## config.mk

```make
export PLATFORM = sky130hd
export DESIGN_NAME = entrada_aposta
export DESIGN_NICKNAME = d
export VERILOG_FILES = /design/src/rtl/entrada_aposta.sv
export SDC_FILE = /design/constraint.sdc
export NUM_CORES = 1
export LEC_CHECK = 0
export CAP_MARGIN = 40
export CORE_MARGIN = 2
export CORE_UTILIZATION = 35
export CTS_CLUSTER_DIAMETER = 150
export DETAILED_ROUTE_END_ITERATION = 10
export HOLD_SLACK_MARGIN = 0.02
export SLEW_MARGIN = 0
export SYNTH_ARGS = -nofsm -noshare
export SYNTH_HDL_FRONTEND = slang
export SYNTH_SLANG_ARGS = --single-unit
```

## constraint.sdc

```tcl
create_clock -name clock -period 2.4 [get_ports clock]
set_input_delay 0.48 -clock clock [delete_from_list [all_inputs] [get_ports clock]]
set_output_delay 0.48 -clock clock [all_outputs]
set_load 0.01 [all_outputs]
```

## src/rtl/entrada_aposta.sv

```systemverilog
// entrada_aposta: keypad bet collector that streams N_NUM distinct numbers to the Loteria stage.
// Revision 1.0 -- initial release.
`default_nettype none

module entrada_aposta #(
  parameter int N_NUM = 5
) (
  input  logic       clock,
  input  logic       reset,
  input  logic [3:0] tecla,
  input  logic       tecla_valida,
  input  logic       confirma,
  input  logic       cancela,
  input  logic       encerra,
  output logic [3:0] numero,
  output logic       insere,
  output logic       fim,
  output logic       fim_jogo,
  output logic [2:0] qtd,
  output logic       erro,
  output logic       ocupado,
  output logic [3:0] jogos
);

  localparam logic [2:0] NQ = 3'(N_NUM);

  typedef enum logic [1:0] {
    COLETA    = 2'd0,
    ENVIA     = 2'd1,
    FIM       = 2'd2,
    ENCERRADO = 2'd3
  } state_t;

  state_t     state, state_n;
  logic [3:0] nums   [N_NUM];
  logic [3:0] nums_n [N_NUM];
  logic [2:0] idx, idx_n;
  logic [3:0] numero_n, jogos_n;
  logic [2:0] qtd_n;
  logic       insere_n, fim_n, fim_jogo_n, erro_n, ocupado_n;
  logic       dup;

  // A key is a duplicate only if it matches one of the slots already filled.
  always_comb begin
    dup = 1'b0;
    for (int i = 0; i < N_NUM; i++) begin
      if ((3'(i) < qtd) && (nums[i] == tecla)) dup = 1'b1;
    end
  end

  always_comb begin
    state_n    = state;
    nums_n     = nums;
    idx_n      = idx;
    numero_n   = numero;
    qtd_n      = qtd;
    jogos_n    = jogos;
    fim_jogo_n = fim_jogo;
    ocupado_n  = ocupado;
    insere_n   = 1'b0;
    fim_n      = 1'b0;
    erro_n     = 1'b0;

    case (state)
      COLETA: begin
        if (cancela) begin
          qtd_n = 3'd0;
        end else if (encerra) begin
          if (qtd == 3'd0) begin
            state_n    = ENCERRADO;
            fim_jogo_n = 1'b1;
          end else begin
            erro_n = 1'b1;
          end
        end else if (confirma) begin
          if (qtd == NQ) begin
            // First number goes out on the same edge that accepts confirma.
            state_n   = ENVIA;
            numero_n  = nums[0];
            insere_n  = 1'b1;
            ocupado_n = 1'b1;
            idx_n     = 3'd1;
          end else begin
            erro_n = 1'b1;
          end
        end else if (tecla_valida) begin
          if ((qtd == NQ) || dup) begin
            erro_n = 1'b1;
          end else begin
            nums_n[qtd] = tecla;
            qtd_n       = qtd + 3'd1;
          end
        end
      end

      ENVIA: begin
        if (idx == NQ) begin
          state_n = FIM;
          fim_n   = 1'b1;
          qtd_n   = 3'd0;
          if (jogos != 4'd15) jogos_n = jogos + 4'd1;
        end else begin
          numero_n = nums[idx];
          insere_n = 1'b1;
          idx_n    = idx + 3'd1;
        end
      end

      FIM: begin
        state_n   = COLETA;
        ocupado_n = 1'b0;
      end

      default: begin
        state_n = ENCERRADO;
      end
    endcase
  end

  always_ff @(posedge clock or posedge reset) begin
    if (reset) begin
      state    <= COLETA;
      idx      <= 3'd0;
      numero   <= 4'd0;
      insere   <= 1'b0;
      fim      <= 1'b0;
      fim_jogo <= 1'b0;
      qtd      <= 3'd0;
      erro     <= 1'b0;
      ocupado  <= 1'b0;
      jogos    <= 4'd0;
      for (int i = 0; i < N_NUM; i++) nums[i] <= 4'd0;
    end else begin
      state    <= state_n;
      idx      <= idx_n;
      numero   <= numero_n;
      insere   <= insere_n;
      fim      <= fim_n;
      fim_jogo <= fim_jogo_n;
      qtd      <= qtd_n;
      erro     <= erro_n;
      ocupado  <= ocupado_n;
      jogos    <= jogos_n;
      for (int i = 0; i < N_NUM; i++) nums[i] <= nums_n[i];
    end
  end

endmodule

`default_nettype wire

```

==> results_dict.tcl <==
set metrics [dict create \
    status "finished, final reports clean" \
    grt_pass1_vias 1760 \
    max_freq_ghz 0.4387 \
    netlist_instances 221 \
    cp.required_ns 2.58 \
    drt_iter0_markers 74 \
    dpl-instance-area_um2 2794 \
    dr.pass1.iters 4 \
    reg2reg_setup_slack_ns 0.35 \
    final_cells 341 \
    setup_viol 0 \
    grt_max_degree 42 \
    p_comb_share_pct 36.1 \
    ant_nets 0 \
    cts.sinks 41 \
    cp-endpoint "nums[0]" \
    syn-cell-area_um2 2391 \
    maxCapViolCount 0 \
    syn_avg_cell_area_um2 10.82 \
    dieArea_um2 7509 \
    cts_made_buffers 5 \
    rsz0062_at_grt "yes" \
    worst_clock_skew_ns 0.009930 \
    reg2reg_from "qtd[1]" \
    diodes 0 \
    synth.distinct_cells 42 \
    vias_per_cell 5.053 \
    clkLatencyLatePin_ns 0.30 \
    synth_flop_cell "dfrtp_1" \
    area_delta_synth_final_pct 22.82 \
    p_sw_uw 916.7 \
    final_common_cell "dfrtp_1" \
    drv_slew 0 \
    r2r_cells 6 \
    post-route-cell-area_um2 2937 \
    cts_hold_buf 0 \
    ys.warnings.count 0 \
    num_vias 1723 \
    slew_headroom_pct 63.70 \
    place.port_buffers 25 \
    setup.worst_path.start "tecla[1]" \
    total_power_mw 2.690 \
    p_leak_nw 1.347 \
    die_height_um 86.66 \
    yosysSeqAreaShare_pct 42.91 \
    worstPathMaxFanout 7 \
    grt_pass1_wl_um 8507 \
    hpwlAfterDp_um 3819 \
    cts_max_level 2 \
    powerDensity_nw_per_um2 916.0 \
    clockRootBuffer "clkbuf_8" \
    die_x_um 86.66 \
    synth_nets 241 \
    crit_path_end_kind "flop" \
    drc_errors 0 \
    switching_share_pct 34.08 \
    grt_usage_pct 14.57 \
    fin_util_pct 43.71 \
    dp.cells 333 \
    initial_core_util_pct 35.59 \
    row_count 30 \
    routed_wl_um 5064 \
    overflow 0 \
    post-route-period-util_pct 94.97 \
    period_minus_slack_ns 2.279 \
    core_area_um2 6719 \
    holdCritStartpoint "numero[0]" \
    hold_path.class "reg2reg" \
    synth_seq_cells 41 \
    mostFrequentLayoutCells "dfrtp_1, clkdlybuf4s50_1, buf_4" \
    place_congestion 0.8040 \
    cts_tree "done" \
    worstMarginPinSlew_ns 0.5445 \
    routedWlPerCell_um 14.85 \
    tns_ns 0 \
    cts_max_path_buffers 2 \
    rr_endpoint "nums[14]" \
    pwr-share-seq_pct 38.5 \
    worst_ir_drop_vdd_mv 0.3539 \
    nets 280 \
    critPathKind "in2reg" \
    num_io_pins 26 \
    hold_viol 0 \
    start_kind "primary input" \
    synth_edf_count 0 \
    critPathArrivalTime_ns 2.46 \
    grt_antenna_before_repair 0 \
    drive_above_1_share_pct 21.46 \
    clkTransAtPathRegs_ns 0.09 \
    async_flop_share_pct 100.0 \
    pwr-share-clk_pct 25.4 \
    intPower_mw 1.773 \
]
-- power groups by stage --
stage,clock [mW],sequential [mW],combinational (mW)
2_1_floorplan,0,1.01,0.637
3_3_place_gp,0,1.05,0.963
3_5_place_dp,0,1.05,0.983
4_1_cts,0.699,1.04,0.985
5_1_grt,0.730,1.07,1.10
6_report,0.682,1.04,0.972
-- worst min-delay path by stage --
stage,end,slack [ns],cells past startpoint
after floorplan,state[1],0.51,1
after global placement,numero[1],0.46,2
after detailed placement,numero[2],0.47,2
after CTS,numero[2],0.50,2
after global routing,numero[1],0.51,2
final,numero[0],0.48,2
-- worst max-delay path, stage by stage --
cell and delay, ns:
clkdlybuf4s50_1 0.39, buf_4 0.17, xor2_1 0.18, nor4_2 0.33, o21ai_1 0.12, and4_4 0.21
nand4_1 0.21, mux2_2 0.37
-- cell families (layout without fill, tap and decap cells) --
group                      count (synthesis)  in the layout  share of synthesized area (%)
muxes                                     26             26                          14.70
AOI/OAI and AO/OA                         32             32                          8.426
adders and majority gates                 10             10                          5.233
xor gates and xnor gates                  23             23                          8.425
buffers and inverters                     20             60                          5.023
and+or+nand+nor                           69             69                          15.28
DFF                                       41             41                          42.91
-- sequential cells by signal, indices dropped and copies added (netlist names) --
signal    cells
numero        4
idx           3
fim_jogo      1
fim           1
qtd           3
state         2
insere        1
nums         20
jogos         4
erro          1
ocupado       1
-- routing by layer --
metal	wire length, um	vias to the layer above	global-route usage [%]
li1	-	850	-
met1	2488	830	20.10
met2	2328	34	22.87
met3	167	9	2.952
met4	80	0	4.972
met5	0	-	0
-- per-stage QoR --
stage,hold slack (ns),worst slack [ns]
after floorplan,0.5120,0.3588
after global placement,0.4603,-0.2510
after detailed placement,0.4741,-0.3070
after CTS,0.4956,0.003205
after global routing,0.5111,-0.006806
final,0.4847,0.1208
-- synth_stat cells (2+ instances only) --
cell type / count / area, um^2
nand3_1: 10 / 50.05
nand2b_1: 6 / 37.54
a21o_1: 2 / 15.01
buf_6: 6 / 67.56
a21oi_1: 2 / 10.01
dfrtp_1: 41 / 1026
mux2_4: 4 / 60.06
o2bb2ai_1: 2 / 17.52
o21ai_0: 15 / 75.07
nor2_1: 16 / 60.06
nor3b_1: 2 / 15.01
xnor2_1: 5 / 43.79
clkbuf_1: 6 / 22.52
nand3b_1: 2 / 15.01
nor3_1: 6 / 30.03
nand2_1: 14 / 52.55
xor2_1: 18 / 157.7
nand4_1: 5 / 31.28
mux4_2: 4 / 90.09
mux2_2: 17 / 191.4
ha_1: 10 / 125.1
inv_1: 8 / 30.03
-- final cells by class --
type | instances | area (um^2)
clock buffers | 5 | 68.82
clock inverters | 3 | 68.82
fillers | 660 | 3782
inverters | 8 | 30.03
multi-input cells | 160 | 1247
flip-flops and latches | 41 | 1026
well taps | 80 | 100.1
repair buffers | 44 | 395.4
-- repair_timing --
| item | 4_1_cts | 5_1_grt |
|---|---|---|
| resized for setup | 0 | 3 |
| buffers inserted | 0 | 0 |
| endpoints found under the setup margin | 0 | 16 |
(Power assumes the default switching activity.)
